--- config.mk ---
export PLATFORM = sky130hd
export DESIGN_NAME = hazard_ctrl_flat
export DESIGN_NICKNAME = d
export VERILOG_FILES = /design/src/rtl/arm_pipe_pkg.sv /design/src/rtl/hazard_ctrl_if.sv /design/src/rtl/hazard_ctrl_sb_match.sv /design/src/rtl/hazard_ctrl.sv /design/src/flat_wrapper.sv
export SDC_FILE = /design/constraint.sdc
export NUM_CORES = 1
export LEC_CHECK = 0
export ABC_AREA = 1
export ABC_CLOCK_PERIOD_IN_PS = 3250
export BUFFER_PORTS_ARGS = -buffer_cell sky130_fd_sc_hd__buf_2
export CELL_PAD_IN_SITES_DETAIL_PLACEMENT = 0
export CELL_PAD_IN_SITES_GLOBAL_PLACEMENT = 1
export CORE_ASPECT_RATIO = 1.5
export CORE_UTILIZATION = 40
export DETAILED_ROUTE_END_ITERATION = 6
export PLACE_DENSITY = 0.93
export SKIP_LAST_GASP = 1
export SLEW_MARGIN = 20
export SYNTH_ARGS = -nofsm -noshare
export SYNTH_HDL_FRONTEND = slang
export SYNTH_SLANG_ARGS = --single-unit
export TNS_END_PERCENT = 50
--- constraint.sdc ---
create_clock -name clk -period 3.25 [get_ports clk]
set_input_delay 0.65 -clock clk [delete_from_list [all_inputs] [get_ports clk]]
set_output_delay 0.65 -clock clk [all_outputs]
set_load 0.02 [all_outputs]
--- src/rtl/arm_pipe_pkg.sv ---
// Shared pipeline-control types: forwarding select encoding and the
// per-stage scoreboard entry tracked by hazard_ctrl.
package arm_pipe_pkg;

    localparam int REG_W = 4;

    typedef enum logic [1:0] {
        FWD_NONE = 2'b00,
        FWD_MEM  = 2'b01,
        FWD_WB   = 2'b10
    } fwd_sel_t;

    typedef struct packed {
        logic             vld;
        logic             wb_en;
        logic [REG_W-1:0] dest;
        logic             mem_r;
    } sb_entry_t;

    localparam sb_entry_t SB_BUBBLE = '0;

endpackage

--- src/rtl/hazard_ctrl_if.sv ---
// Bundle between the ID/EX control point and hazard_ctrl: ID operand
// information, EXE/MEM status in, stall/flush/forward controls out.
interface hazard_ctrl_if #(
    parameter int REG_W = 4,
    parameter int CNT_W = 16
);
    logic [REG_W-1:0] id_src1;
    logic [REG_W-1:0] id_src2;
    logic             id_src1_vld;
    logic             id_src2_vld;
    logic [REG_W-1:0] id_dest;
    logic             id_wb_en;
    logic             id_mem_r_en;
    logic             exe_branch_taken;
    logic             mem_busy;
    logic             if_id_freeze;
    logic             if_id_flush;
    logic             id_ex_flush;
    logic             pipe_freeze;
    logic [1:0]       sel_src1;
    logic [1:0]       sel_src2;
    logic [CNT_W-1:0] stall_cnt;

    modport master (
        output id_src1, id_src2, id_src1_vld, id_src2_vld,
               id_dest, id_wb_en, id_mem_r_en, exe_branch_taken, mem_busy,
        input  if_id_freeze, if_id_flush, id_ex_flush, pipe_freeze,
               sel_src1, sel_src2, stall_cnt
    );

    modport slave (
        input  id_src1, id_src2, id_src1_vld, id_src2_vld,
               id_dest, id_wb_en, id_mem_r_en, exe_branch_taken, mem_busy,
        output if_id_freeze, if_id_flush, id_ex_flush, pipe_freeze,
               sel_src1, sel_src2, stall_cnt
    );
endinterface

--- src/rtl/hazard_ctrl_sb_match.sv ---
// sb_match: compares one ID source register against one scoreboard slot.
// load_only restricts the hit to producers that are loads.
module sb_match
    import arm_pipe_pkg::*;
(
    input  logic [REG_W-1:0] src,
    input  logic             src_vld,
    input  sb_entry_t        slot,
    input  logic             load_only,
    output logic             hit
);

    assign hit = slot.vld & slot.wb_en & src_vld & (src == slot.dest)
               & (slot.mem_r | ~load_only);

endmodule

--- src/rtl/hazard_ctrl.sv ---
// hazard_ctrl: IF/ID freeze, ID/EX bubble, branch flush and memory-wait
// freeze around the ID/EX register, driven by a two-slot (EXE, MEM)
// scoreboard of in-flight destinations.
// Optional feature macro FORWARDING_EN: stall only on load-use and emit
// registered forwarding selects aligned with the ID/EX register outputs.
module hazard_ctrl #(
    parameter int REG_W = 4,
    parameter int CNT_W = 16
) (
    input  logic         clk,
    input  logic         rst,
    hazard_ctrl_if.slave hz
);
    import arm_pipe_pkg::*;

    sb_entry_t        ex_slot;
    sb_entry_t        mem_slot;
    sb_entry_t        id_entry;
    logic [CNT_W-1:0] stall_q;
    logic             ex_hit1, ex_hit2, mem_hit1, mem_hit2;
    logic             hazard;
    logic             bubble;
    logic             frozen;

    sb_match u_ex_src1 (.src(hz.id_src1), .src_vld(hz.id_src1_vld), .slot(ex_slot),
                        .load_only(1'b0), .hit(ex_hit1));
    sb_match u_ex_src2 (.src(hz.id_src2), .src_vld(hz.id_src2_vld), .slot(ex_slot),
                        .load_only(1'b0), .hit(ex_hit2));
    sb_match u_mem_src1 (.src(hz.id_src1), .src_vld(hz.id_src1_vld), .slot(mem_slot),
                         .load_only(1'b0), .hit(mem_hit1));
    sb_match u_mem_src2 (.src(hz.id_src2), .src_vld(hz.id_src2_vld), .slot(mem_slot),
                         .load_only(1'b0), .hit(mem_hit2));

`ifdef FORWARDING_EN
    // Only a load still in EXE cannot be forwarded in time.
    assign hazard = (ex_hit1 | ex_hit2) & ex_slot.mem_r;
`else
    assign hazard = ex_hit1 | ex_hit2 | mem_hit1 | mem_hit2;
`endif

    assign frozen   = hz.mem_busy;
    assign bubble   = hz.exe_branch_taken | hazard;
    assign id_entry = '{vld: 1'b1, wb_en: hz.id_wb_en,
                        dest: hz.id_dest[REG_W-1:0], mem_r: hz.id_mem_r_en};

    // Control outputs by priority: memory wait, branch squash, data hazard.
    always_comb begin
        hz.pipe_freeze  = 1'b0;
        hz.if_id_freeze = 1'b0;
        hz.if_id_flush  = 1'b0;
        hz.id_ex_flush  = 1'b0;
        if (!rst) begin
            if (hz.mem_busy) begin
                hz.pipe_freeze  = 1'b1;
                hz.if_id_freeze = 1'b1;
            end else if (hz.exe_branch_taken) begin
                hz.if_id_flush = 1'b1;
                hz.id_ex_flush = 1'b1;
            end else if (hazard) begin
                hz.if_id_freeze = 1'b1;
                hz.id_ex_flush  = 1'b1;
            end
        end
    end

    // Scoreboard advances with the pipe and stall cycles are counted; all hold on memory wait.
    always_ff @(posedge clk) begin
        if (rst) begin
            ex_slot  <= SB_BUBBLE;
            mem_slot <= SB_BUBBLE;
            stall_q  <= '0;
        end else if (!frozen) begin
            mem_slot <= ex_slot;
            ex_slot  <= bubble ? SB_BUBBLE : id_entry;
            if (hazard && !hz.exe_branch_taken && (stall_q != '1))
                stall_q <= stall_q + 1'b1;
        end
    end

    assign hz.stall_cnt = stall_q;

`ifdef FORWARDING_EN
    fwd_sel_t sel1_q;
    fwd_sel_t sel2_q;

    // Forward selects load on the ID/EX edge so they line up with its outputs.
    always_ff @(posedge clk) begin
        if (rst) begin
            sel1_q <= FWD_NONE;
            sel2_q <= FWD_NONE;
        end else if (!frozen) begin
            if (bubble) begin
                sel1_q <= FWD_NONE;
                sel2_q <= FWD_NONE;
            end else begin
                sel1_q <= ex_hit1 ? FWD_MEM : (mem_hit1 ? FWD_WB : FWD_NONE);
                sel2_q <= ex_hit2 ? FWD_MEM : (mem_hit2 ? FWD_WB : FWD_NONE);
            end
        end
    end

    assign hz.sel_src1 = sel1_q;
    assign hz.sel_src2 = sel2_q;
`else
    assign hz.sel_src1 = FWD_NONE;
    assign hz.sel_src2 = FWD_NONE;
`endif

endmodule

--- src/flat_wrapper.sv ---
// flat-port wrapper written by rule: the top's interface ports become plain ports
module hazard_ctrl_flat import arm_pipe_pkg::*;
#(
    parameter int REG_W = 4,
    parameter int CNT_W = 16
)
  (clk, rst, hz_id_src1, hz_id_src2, hz_id_src1_vld, hz_id_src2_vld, hz_id_dest, hz_id_wb_en, hz_id_mem_r_en, hz_exe_branch_taken, hz_mem_busy, hz_if_id_freeze, hz_if_id_flush, hz_id_ex_flush, hz_pipe_freeze, hz_sel_src1, hz_sel_src2, hz_stall_cnt);
  hazard_ctrl_if #(.REG_W(REG_W), .CNT_W(CNT_W)) hz_i ();
  input  logic clk;
  input  logic rst;
  input wire logic [$bits(hz_i.id_src1)-1:0] hz_id_src1;
  input wire logic [$bits(hz_i.id_src2)-1:0] hz_id_src2;
  input wire logic [$bits(hz_i.id_src1_vld)-1:0] hz_id_src1_vld;
  input wire logic [$bits(hz_i.id_src2_vld)-1:0] hz_id_src2_vld;
  input wire logic [$bits(hz_i.id_dest)-1:0] hz_id_dest;
  input wire logic [$bits(hz_i.id_wb_en)-1:0] hz_id_wb_en;
  input wire logic [$bits(hz_i.id_mem_r_en)-1:0] hz_id_mem_r_en;
  input wire logic [$bits(hz_i.exe_branch_taken)-1:0] hz_exe_branch_taken;
  input wire logic [$bits(hz_i.mem_busy)-1:0] hz_mem_busy;
  output wire logic [$bits(hz_i.if_id_freeze)-1:0] hz_if_id_freeze;
  output wire logic [$bits(hz_i.if_id_flush)-1:0] hz_if_id_flush;
  output wire logic [$bits(hz_i.id_ex_flush)-1:0] hz_id_ex_flush;
  output wire logic [$bits(hz_i.pipe_freeze)-1:0] hz_pipe_freeze;
  output wire logic [$bits(hz_i.sel_src1)-1:0] hz_sel_src1;
  output wire logic [$bits(hz_i.sel_src2)-1:0] hz_sel_src2;
  output wire logic [$bits(hz_i.stall_cnt)-1:0] hz_stall_cnt;
  assign hz_i.id_src1 = hz_id_src1;
  assign hz_i.id_src2 = hz_id_src2;
  assign hz_i.id_src1_vld = hz_id_src1_vld;
  assign hz_i.id_src2_vld = hz_id_src2_vld;
  assign hz_i.id_dest = hz_id_dest;
  assign hz_i.id_wb_en = hz_id_wb_en;
  assign hz_i.id_mem_r_en = hz_id_mem_r_en;
  assign hz_i.exe_branch_taken = hz_exe_branch_taken;
  assign hz_i.mem_busy = hz_mem_busy;
  assign hz_if_id_freeze = hz_i.if_id_freeze;
  assign hz_if_id_flush = hz_i.if_id_flush;
  assign hz_id_ex_flush = hz_i.id_ex_flush;
  assign hz_pipe_freeze = hz_i.pipe_freeze;
  assign hz_sel_src1 = hz_i.sel_src1;
  assign hz_sel_src2 = hz_i.sel_src2;
  assign hz_stall_cnt = hz_i.stall_cnt;
  hazard_ctrl #(.REG_W(REG_W), .CNT_W(CNT_W)) u_core (.clk(clk), .rst(rst), .hz(hz_i));
endmodule
Yosys cells after proc, flatten, opt, wreduce, memory -nomap -nowiden
Index checks and enable logic that the tools add are counted.

word-level totals
  register bits after elaboration = 28
  input port bits = 20
  logic and storage cells = 45

cells by class
  muxes and demuxes = 13
  equal/unequal tests = 5
  bitwise gates (word level) = 15
  add/subtract/negate cells = 1
  reductions and logical operators = 4

operators with widths
  kind                                           count
  adder 16 x 1 -> 16 bit, second input constant  1
  == test 4 bit                                  4
  != test 16 bit, second input constant          1
  2-to-1 mux 1 bit                               12
  bitwise AND 1 bit                              10
  2-to-1 mux 7 bit                               1
  bitwise OR 1 bit                               4
  logical AND 1 bit                              2
  AND reduction 2 bit                            1
  zero test 1 bit                                1
  inverter 1 bit                                 1

Depth between registers and ports, before layout
Gate-level depths: netlist (run 1).

  depth in word-level cells = 10
  gate-level depth with buffers = 13
  depth with buffers taken out = 12

By module
From an unflattened synthesis (run 1), not the netlist that was laid out.

second synthesis, totals
  cell total of the unflattened synthesis = 332
  area total of the unflattened synthesis = 2040.7 µm²

by module, submodules not included
  module       instances  cells each  seq. area each (µm²)  area an instance (µm²)
  hazard_ctrl  1          240         600.6                 1655.3
  sb_match     4          23          0.0                   96.3

Least setup slack after synthesis (run 1)
Ideal clock, no wire load.

  kind = input to output
  start = input port hz_mem_busy
  end = output port hz_if_id_freeze
  slack = 0.742 ns
  path buffers = 1
  data arrival time = 1.858 ns
  stages = 5
  path through = buf_4 > inv_1 > nor2_1 > clkinv_1 > nand2_1

between the ends
  longest elaborated chain between the ends = 2

ends and longest elaborated chain
  item              RTL line            text
  start, declared   flat_wrapper.sv:19  input wire logic [$bits(hz_i.mem_busy)-1:0] hz_mem_busy;
  2-to-1 mux 1 bit  hazard_ctrl.sv:53   if (hz.mem_busy) begin
  2-to-1 mux 1 bit  hazard_ctrl.sv:52   if (!rst) begin
  end, declared     flat_wrapper.sv:20  output wire logic [$bits(hz_i.if_id_freeze)-1:0] hz_if_id_freeze;

No other way between the ends.

Worst setup path after layout (run 1)
  start = input port hz_id_src2[3]
  end = output port hz_id_ex_flush

between the ends
  longest elaborated chain between the ends = 9
  elaborated cells between the ends (all ways) = 11
  those cells by class = eq/ne: 2; mux: 4; bitwise: 5

ends and longest elaborated chain
  item                            RTL line                    text
  start, declared                 flat_wrapper.sv:12          input wire logic [$bits(hz_i.id_src2)-1:0] hz_id_src2;
  == test 4 bit                   hazard_ctrl_sb_match.sv:13  assign hit = slot.vld & slot.wb_en & src_vld & (src == slot.dest)
  bitwise AND 1 bit               hazard_ctrl_sb_match.sv:13
  bitwise OR 1 bit (2 in series)  hazard_ctrl.sv:38           assign hazard = ex_hit1 | ex_hit2 | mem_hit1 | mem_hit2;
  bitwise OR 1 bit *              hazard_ctrl.sv:38
  2-to-1 mux 1 bit *              hazard_ctrl.sv:59           end else if (hazard) begin
  2-to-1 mux 1 bit *              hazard_ctrl.sv:56           end else if (hz.exe_branch_taken) begin
  2-to-1 mux 1 bit *              hazard_ctrl.sv:53
  2-to-1 mux 1 bit *              hazard_ctrl.sv:52
  end, declared                   flat_wrapper.sv:22          output wire logic [$bits(hz_i.id_ex_flush)-1:0] hz_id_ex_flush;

Every way passes the cells marked *; elsewhere a longest branch is shown, timed or not.

==> results_dict.tcl, run 1 <==
set metrics [dict create \
    grt_max_degree 22 \
    cts_tree "yes" \
    cp_max_fo 11 \
    period_needed_ns 2.50 \
    r2r_setup_slack_ns 1.32 \
    fin_tns_setup_ns 0 \
    synth.top_cell.area_share 0.298 \
    cts_hold_buffers 0 \
    cts_sinks 28 \
    grt_antenna_before_repair 0 \
    grt_pass1_vias 1757 \
    synth-simple-area-share 0.448 \
    netlist-cell-type-count 26 \
    start_util 0.417 \
    ant_nets 0 \
    drc_errors 5 \
    setup_viol 0 \
    multi_input_area_um2 1010 \
    power.switching_w 0.000158 \
    synthTopCellsByArea "dfxtp_1 30%, nand2_1 17%, inv_1 10%, nor2_1 8.0%, nand4_1 6.7%" \
    synth_common_cells "83 x nand2_1, 52 x inv_1, 40 x nor2_1, 28 x dfxtp_1, 20 x nand4_1" \
    ff2ff_path_depth 10 \
    drt_first_pass_iters 6 \
    worstSetupPathType "in -> out" \
    grt_overflow_total 0 \
    cts_buffer_depth 2 \
    total_power_w 0.000641 \
    violations "DRC" \
    syn_inst 296 \
    cp-start-kind "input port" \
    pin_count 44 \
    synth_most_common_cell "nand2_1" \
    row_count 30 \
    clkTransAtPathRegs_ns 0.09 \
    holdCritStartpoint "u_core.mem_slot[5]" \
    cp.arrival_ns 1.85 \
    seq_power_share 0.549 \
    fin_cells 381 \
    yosysWarnings 0 \
    core_area_um2 4500 \
    fin_skew_ns 0.00320 \
    power_frac_comb 0.116 \
    fin_crit_sh 0.770 \
    wirelength_mm 4.30 \
    rsz0062_at_grt "no" \
    synthMuxAreaShare 0 \
    netSwitchingFraction 0.247 \
    peakVddDrop_uv 194 \
    synthArstFlopShare 0 \
    grt_pass1_wl_mm 7.37 \
    power.density_nw_per_um2 303 \
    drt_iter0_markers 69 \
    synth_top_cell_by_area "dfxtp_1" \
    area.growth.synth_to_final_pct 12.5 \
    slew_violations 0 \
    synth_top_family_by_area "simple AND/OR/NAND/NOR gates" \
    cts-root-buf "clkbuf_8" \
    vias 1878 \
    diodes 0 \
    r2r_end "u_core.hz.stall_cnt[8]" \
    gp_congestion 0.774 \
    p_leak_nw 1.08 \
    ys_seq_area_frac 0.298 \
    min_path_type "reg -> reg" \
    globalRouteTotalUtil 0.187 \
    htreeDepth 1 \
    p_clk_frac 0.336 \
    min_to "u_core.mem_slot[5]" \
    synth_edf_count 0 \
    synthAdderAreaFrac 0.00666 \
    cts_buffers 3 \
    synth_compound_area_frac 0.0340 \
    synth_ff_type "dfxtp_1" \
    die_h_um 85.9 \
    hold_viol_final 0 \
    synthXorXnorAreaFrac 0.0420 \
    post_cts_resized 0 \
    dp_cells 377 \
    dieArea_um2 4980 \
    synthesis.area_um2 1880 \
    intPower_w 0.000483 \
    io_buffers 38 \
    nets 355 \
    fin_hold_ws_ns 0.501 \
    max-cap-violations 0 \
    hold_depth 2 \
    wl_per_cell_um 11.3 \
    die_w_um 57.9 \
    drive_gt1_frac 0.180 \
    cp.required_ns 2.60 \
    fmax_ghz 0.399 \
    ys_ff_latch 28 \
    rr_startpoint "u_core.hz.stall_cnt[0]" \
    viasPerCell 4.93 \
    dp_hpwl_mm 3.30 \
    status "finished with violations" \
    clock_latency_ns 0.28 \
    regArea_um2 561 \
    fillers 512 \
    post-cts-setup-buffers 0 \
    avgSynthCellArea_um2 6.34 \
    critPathCaptureType "primary output" \
]
-- through the flow --
stage / util / worst slack [ns] / instance area (um^2)
floorplan: - / 0.742 / 1890
global placement: 0.457 / 0.741 / 2060
detailed placement: 0.457 / 0.732 / 2060
CTS: 0.469 / 0.732 / 2110
global route: 0.469 / 0.601 / 2110
finish: 0.469 / 0.747 / 2110
-- power groups by stage --
| stage | combinational (W) | sequential [W] | clock (W) |
|---|---|---|---|
| global route | 0.0000837 | 0.000353 | 0.000233 |
| finish | 0.0000742 | 0.000352 | 0.000215 |
| global placement | 0.0000743 | 0.000360 | 0 |
| floorplan | 0.0000501 | 0.000359 | 0 |
| CTS | 0.0000752 | 0.000352 | 0.000227 |
| detailed placement | 0.0000749 | 0.000360 | 0 |
-- worst max-delay path by stage --
stage,end,depth (start not counted),startpoint,slack (ns)
2_1_floorplan,hz_if_id_freeze,5,hz_mem_busy,0.74
3_3_place_gp,hz_id_ex_flush,12,hz_id_src1[3],0.74
3_5_place_dp,hz_id_ex_flush,12,hz_id_src2[3],0.73
4_1_cts,hz_id_ex_flush,12,hz_id_src2[3],0.73
5_1_grt,hz_id_ex_flush,12,hz_id_src2[3],0.60
6_report,hz_id_ex_flush,12,hz_id_src2[3],0.75
-- cells by family after synthesis --
logic type | Yosys count
AO/OA/AOI/OAI | 12
AND/OR/NAND/NOR | 178
buffers and inverters | 67
other | 1
adder cells (fa/ha/maj) | 1
XOR/XNOR | 9
flip-flops | 28
-- layer usage --
metal  GRT usage  vias to the layer above  part of all wire
met1       0.202                      853              0.40
met3      0.0196                        5             0.043
met5           0                        -                 0
met2       0.362                       41              0.54
li1            -                      979                 -
met4      0.0693                        0             0.013
-- final cells by class --
cell class | count | share of cell area
Multi-Input combinational cell | 204 | 0.478
Sequential cell | 28 | 0.265
Timing Repair Buffer | 42 | 0.104
Inverter | 55 | 0.0977
Tap cell | 48 | 0.0284
Clock buffer | 4 | 0.0261
-- sequential cells by signal (all words and copies together) (netlist names) --
| register | flops |
|---|---|
| u_core.mem_slot | 6 |
| u_core.ex_slot | 6 |
| u_core.hz.stall_cnt | 16 |
-- worst max-delay path, stage by stage --
cell and delay, ns:
buf_2 0.10, inv_1 0.05, nand2_1 0.05, nand2_1 0.05, nor2_1 0.13, nand3_1 0.09
nand2_1 0.09, inv_1 0.05, nand2_2 0.24, nor2_4 0.09, nor2_1 0.10, buf_2 0.17
-- cell usage in the layout, fill, tap and decap left out --
cell type,n
ha_1,1
nand2_1,83
nand4_4,2
inv_2,1
clkinv_1,2
buf_2,38
nor2_4,3
xnor2_1,4
nand4_1,20
o22ai_1,3
dfxtp_1,28
nor3_1,4
nand3_1,18
o21ai_0,9
conb_1,4
inv_1,52
nor2_1,40
buf_4,4
clkbuf_8,4
nand3_4,1
nand4_2,1
xor2_1,5
nor2_2,4
nand2_2,2
(Power assumes the default switching activity.)
==> run 2: changes to the inputs <==
ABC_AREA = 0   (was 1)
ABC_CLOCK_PERIOD_IN_PS = 2200   (was 3250)
CORE_UTILIZATION = 34   (was 40)
PLACE_DENSITY = 0.82   (was 0.93)
clock period = 2.2 ns   (was 3.25 ns; I/O delays follow)
==> results_dict.tcl, run 2 <==
set metrics [dict create \
    drc_errors 4 \
    cts_hold_buffers 0 \
    cts_sinks 28 \
    avgSynthCellArea_um2 9.22 \
    synth.top_cell.area_share 0.364 \
    grt_overflow_total 0 \
    mostFrequentLayoutCell "buf_2" \
    ys_seq_area_frac 0.364 \
    htreeDepth 1 \
    clkTransAtPathRegs_ns 0.09 \
    grt_pass1_wl_mm 5.70 \
    dp_cells 260 \
    row_count 29 \
    fin_util 0.467 \
    drt_first_pass_iters 6 \
    critPathCaptureType "primary output" \
    drt_iter0_markers 26 \
    largest_reg_flops 16 \
    cts_tree "yes" \
    p_leak_nw 0.863 \
    hold_viol_final 0 \
    synth_edf_count 0 \
    die_w_um 56.9 \
    r2r_end "u_core.hz.stall_cnt[12]" \
    cp.required_ns 1.76 \
    setup_viol 4 \
    r2r_setup_slack_ns -0.01 \
    ff2ff_path_depth 9 \
    gp_congestion 0.736 \
    cp-start-kind "flop" \
    regArea_um2 569 \
    cp_max_fo 3 \
    fin_cells 268 \
    fin_skew_ns 0.00340 \
    vias 1427 \
    cts_buffers 3 \
    min_to "u_core.ex_slot[3]" \
    wirelength_mm 3.51 \
    ys_ff_latch 28 \
    drive_gt1_frac 0.387 \
    multi_input_area_um2 925 \
    netlist-cell-type-count 43 \
    synthArstFlopShare 0 \
    power.density_nw_per_um2 474 \
    tightest_slew_ns 0.701 \
    syn_inst 167 \
    fin_crit_sh 1.05 \
    setup_ws_ns -0.106 \
    wl_per_cell_um 13.1 \
    rr_startpoint "u_core.ex_slot[2]" \
    cts_buffer_depth 2 \
    clock_latency_ns 0.27 \
    slew_violations 0 \
    io_buffers 38 \
    final_cell_mix "36 x buf_2, 22 x buf_4, 21 x dfxtp_1" \
    peakVddDrop_uv 373 \
    diodes 0 \
    viasPerCell 5.32 \
    rsz0062_at_grt "yes" \
    grt_pass1_vias 1326 \
    fillers 453 \
    die_h_um 84.4 \
    status "finished with violations" \
    synth_common_cells "28 x dfxtp_1, 14 x nor2_1, 12 x xnor2_1, 9 x a21oi_1, 8 x nand4_1" \
    synthTopCellsByArea "dfxtp_1 36%, xnor2_1 6.8%, mux2i_1 4.6%, xor2_1 4.0%, nor2_1 3.4%" \
    fmax_ghz 0.434 \
    synth_top_cell_by_area "dfxtp_1" \
    max-cap-violations 0 \
    grt_max_degree 30 \
    synthesis.area_um2 1540 \
    violations "DRC, setup timing" \
    fin_tns_setup_ns -0.222 \
    worstSetupPathType "reg -> out" \
    dp_hpwl_mm 2.68 \
    ant_nets 0 \
    pin_count 44 \
    globalRouteTotalUtil 0.150 \
    hold_depth 2 \
    synth_most_common_cell "dfxtp_1" \
    start_util 0.359 \
    synth_ff_type "dfxtp_1" \
    period_needed_ns 2.31 \
    slew_headroom 0.531 \
    dieArea_um2 4800 \
    yosysWarnings 0 \
    core_area_um2 4280 \
    nets 244 \
    min_path_type "in -> reg" \
    holdCritStartpoint "hz_id_dest[2]" \
    fin_hold_ws_ns 0.366 \
    area.growth.synth_to_final_pct 29.8 \
    grt_antenna_before_repair 0 \
    cts-root-buf "clkbuf_8" \
    cp.arrival_ns 1.87 \
]
## run 2: through the flow
step	power (W)	instance area (um^2)	setup WS (ns)
floorplan	0.000597	1560	0.0393
global placement	0.000632	1870	-0.115
detailed placement	0.000632	1870	-0.133
CTS	0.000956	1960	-0.121
global route	0.000982	2000	-0.268
finish	0.000947	2000	-0.106
## run 2: how the worst max path moves through the flow
| stage | from | to | slack [ns] | cells after the start |
|---|---|---|---|---|
| after floorplan | hz_id_src2[1] | hz_id_ex_flush | 0.04 | 5 |
| after global placement | hz_id_src2[0] | hz_id_ex_flush | -0.12 | 7 |
| after detailed placement | hz_id_src2[2] | hz_id_ex_flush | -0.13 | 8 |
| after CTS | u_core.ex_slot[3] | hz_id_ex_flush | -0.12 | 7 |
| after global routing | u_core.mem_slot[3] | hz_id_ex_flush | -0.27 | 7 |
| final | u_core.mem_slot[3] | hz_id_ex_flush | -0.11 | 7 |
## run 2: area by class of cell
| type | instances | area share |
|---|---|---|
| inverter | 4 | 0.00751 |
| tap | 46 | 0.0288 |
| sequential | 28 | 0.285 |
| timing repair buffer | 60 | 0.188 |
| multi-input combinational | 126 | 0.463 |
| clock buffer | 4 | 0.0276 |
## run 2: timing repair
| item | in CTS | in global routing |
|---|---|---|
| pin swaps | 3 | 3 |
| resized for setup | 7 | 6 |
| endpoints found under the setup margin | 2 | 11 |
| setup buffers | 3 | 1 |
## run 2: per-layer routing
metal  wire, um  up-vias  share of wire  track usage
met1       1410      668           0.40        0.164
met5          0        -              0            0
met2       1860       43           0.53        0.274
met3        185        5          0.053       0.0262
li1           -      711              -            -
met4         59        0          0.017       0.0665
## run 2: cells by family (layout without fill, tap and decap cells)
kind of cell    count (synthesis)  after routing  share of synthesized area
compound gates                 35             35                      0.175
simple gates                   58             58                      0.220
mux                             9              9                     0.0602
other cells                     1              4                    0.00244
flops                          28             28                      0.364
fa+ha+maj                       1              1                    0.00813
xor+xnor                       19             19                      0.108
buf+inv                        16             68                     0.0618
## run 2: power by group
group | internal [W] | switching (W) | leakage, nW
sequential | 0.000514 | 0.00000741 | 0.230
combinational | 0.0000467 | 0.0000577 | 0.605
clock | 0.000160 | 0.000161 | 0.0288
## run 2: critical path, stage by stage, from the launching register on
cell and delay (ns):
dfxtp_2 0.36, xnor2_2 0.17, nand4_1 0.10, or4_1 0.42, o21ai_2 0.10, nor2_2 0.07
a211oi_2 0.19, buf_4 0.17
==> run 3: changes to the inputs <==
PLACE_DENSITY = default   (was 0.82)
PLACE_DENSITY_LB_ADDON = 0.1   (was default)
==> results_dict.tcl, run 3 (synthesis results as in run 2) <==
set metrics [dict create \
    clkTransAtPathRegs_ns 0.10 \
    power.density_nw_per_um2 490 \
    busiest_layer "met2" \
    critPathCaptureType "primary output" \
    row_count 29 \
    max-cap-violations 0 \
    netSwitchingFraction 0.219 \
    die_w_um 56.9 \
    fin_skew_ns 0.00886 \
    fmax_ghz 0.435 \
    cp-start-kind "flop" \
    met3_usage 0.0216 \
    cp_max_fo 4 \
    power_frac_comb 0.106 \
    cts_sinks 28 \
    ant_nets 0 \
    p_clk_frac 0.390 \
    die_h_um 84.4 \
    drt_first_pass_iters 6 \
    drc_errors 4 \
    cp.required_ns 1.76 \
    dp_hpwl_mm 3.00 \
    grt_antenna_before_repair 0 \
    gr-usage-met2 0.322 \
    drt_iter0_markers 51 \
    cts_buffers 3 \
    status "finished with violations" \
    period_needed_ns 2.30 \
    slew_headroom 0.639 \
    worstSetupPathType "reg -> out" \
    nets 257 \
    intPower_w 0.000808 \
    p_leak_nw 0.926 \
    gp_congestion 0.774 \
    peakVddDrop_uv 233 \
    cts_tree "yes" \
    cts-root-buf "clkbuf_8" \
    fin_crit_sh 1.04 \
    grt_max_degree 30 \
    area.growth.synth_to_final_pct 37.1 \
    wl_per_cell_um 13.6 \
    violations "DRC, setup timing" \
    start_util 0.359 \
    viasPerCell 5.13 \
    wirelength_mm 3.82 \
    dp_cells 272 \
    io_buffers 38 \
    tightest_slew_ns 0.542 \
    grt_pass1_vias 1471 \
    slew_violations 0 \
    diodes 0 \
    dieArea_um2 4800 \
    grt_pass1_wl_mm 6.33 \
    cts_hold_buffers 0 \
    final_cell_mix "36 x buf_2, 36 x buf_4, 22 x dfxtp_1" \
    seq_power_share 0.503 \
    power.switching_w 0.000227 \
    vias 1441 \
    cp.arrival_ns 1.86 \
    fillers 423 \
    rsz0062_at_grt "yes" \
    setup_ws_ns -0.0966 \
    fin_cells 281 \
    pin_count 44 \
    clock_latency_ns 0.28 \
    hold_viol_final 0 \
    grt_use_met1 0.175 \
    htreeDepth 1 \
    cts_buffer_depth 2 \
    total_power_w 0.00103 \
    core_area_um2 4280 \
    min_path_type "in -> reg" \
    globalRouteTotalUtil 0.165 \
    largest_reg_flops 16 \
    grt_overflow_total 0 \
    fin_util 0.493 \
    drive_gt1_frac 0.417 \
    setup_viol 2 \
]
-- run 3: cell count changes in the layout (fill, tap and decap cells not counted), sizes merged --
cell	change
buf	+13
clkbuf	-1
bufinv	+1
-- run 3: path summary, 6_finish.rpt --
path         slack, ns  cells past startpoint                       to               startpoint
min               0.37                      2        u_core.ex_slot[5]              hz_id_wb_en
max               -0.1                      6           hz_id_ex_flush       u_core.mem_slot[2]
min reg2reg       0.50                      2  u_core.hz.stall_cnt[14]  u_core.hz.stall_cnt[14]
max reg2reg       0.05                      8  u_core.hz.stall_cnt[10]       u_core.mem_slot[2]
-- run 3: worst max-delay path, cell delays in order, from the launching register on --
cell      delay (ns)
dfxtp_2         0.34
xor2_1          0.16
or4_4           0.54
o21ai_4         0.11
nor2_4          0.07
a211oi_2        0.18
buf_4           0.17
-- run 3: per-layer routing --
layer	up-vias	routed length, um
met5	-	0
met4	0	40
met3	4	123
met2	32	2130
met1	671	1520
li1	734	-
-- run 3: stage by stage --
step                      hold WS [ns]  setup TNS, ns  area (um^2)  worst slack (ns)
after floorplan                  0.470              0         1560            0.0393
after global placement           0.482         -0.447         1950            -0.127
after detailed placement         0.494         -0.711         1950            -0.155
after CTS                        0.364         -0.191         2080            -0.105
after global routing             0.362         -0.335         2110            -0.157
final                            0.371         -0.151         2110           -0.0966
-- run 3: area by class of cell --
cell class	instances	area, um^2	share of cell area
Clock inverter	1	30.0	0.0142
Timing Repair Buffer	73	462	0.219
Multi-Input combinational cell	126	936	0.444
Inverter	4	15.0	0.00712
Tap cell	46	57.6	0.0273
Clock buffer	3	41.3	0.0196
Sequential cell	28	568	0.269
-- run 3: power groups by stage --
stage                     Sequential, W  Combinational, W  Clock [W]
after floorplan                0.000532         0.0000651          0
after global placement         0.000532          0.000107          0
after detailed placement       0.000532          0.000108          0
after CTS                      0.000520          0.000111   0.000419
after global routing           0.000522          0.000120   0.000438
final                          0.000520          0.000110   0.000404
-- run 3: repair_timing --
item	CTS	global route
gates resized for setup	11	5
pin swaps	1	3
gates cloned	0	0
buffers inserted	4	1
endpoints found under the setup margin	2	10
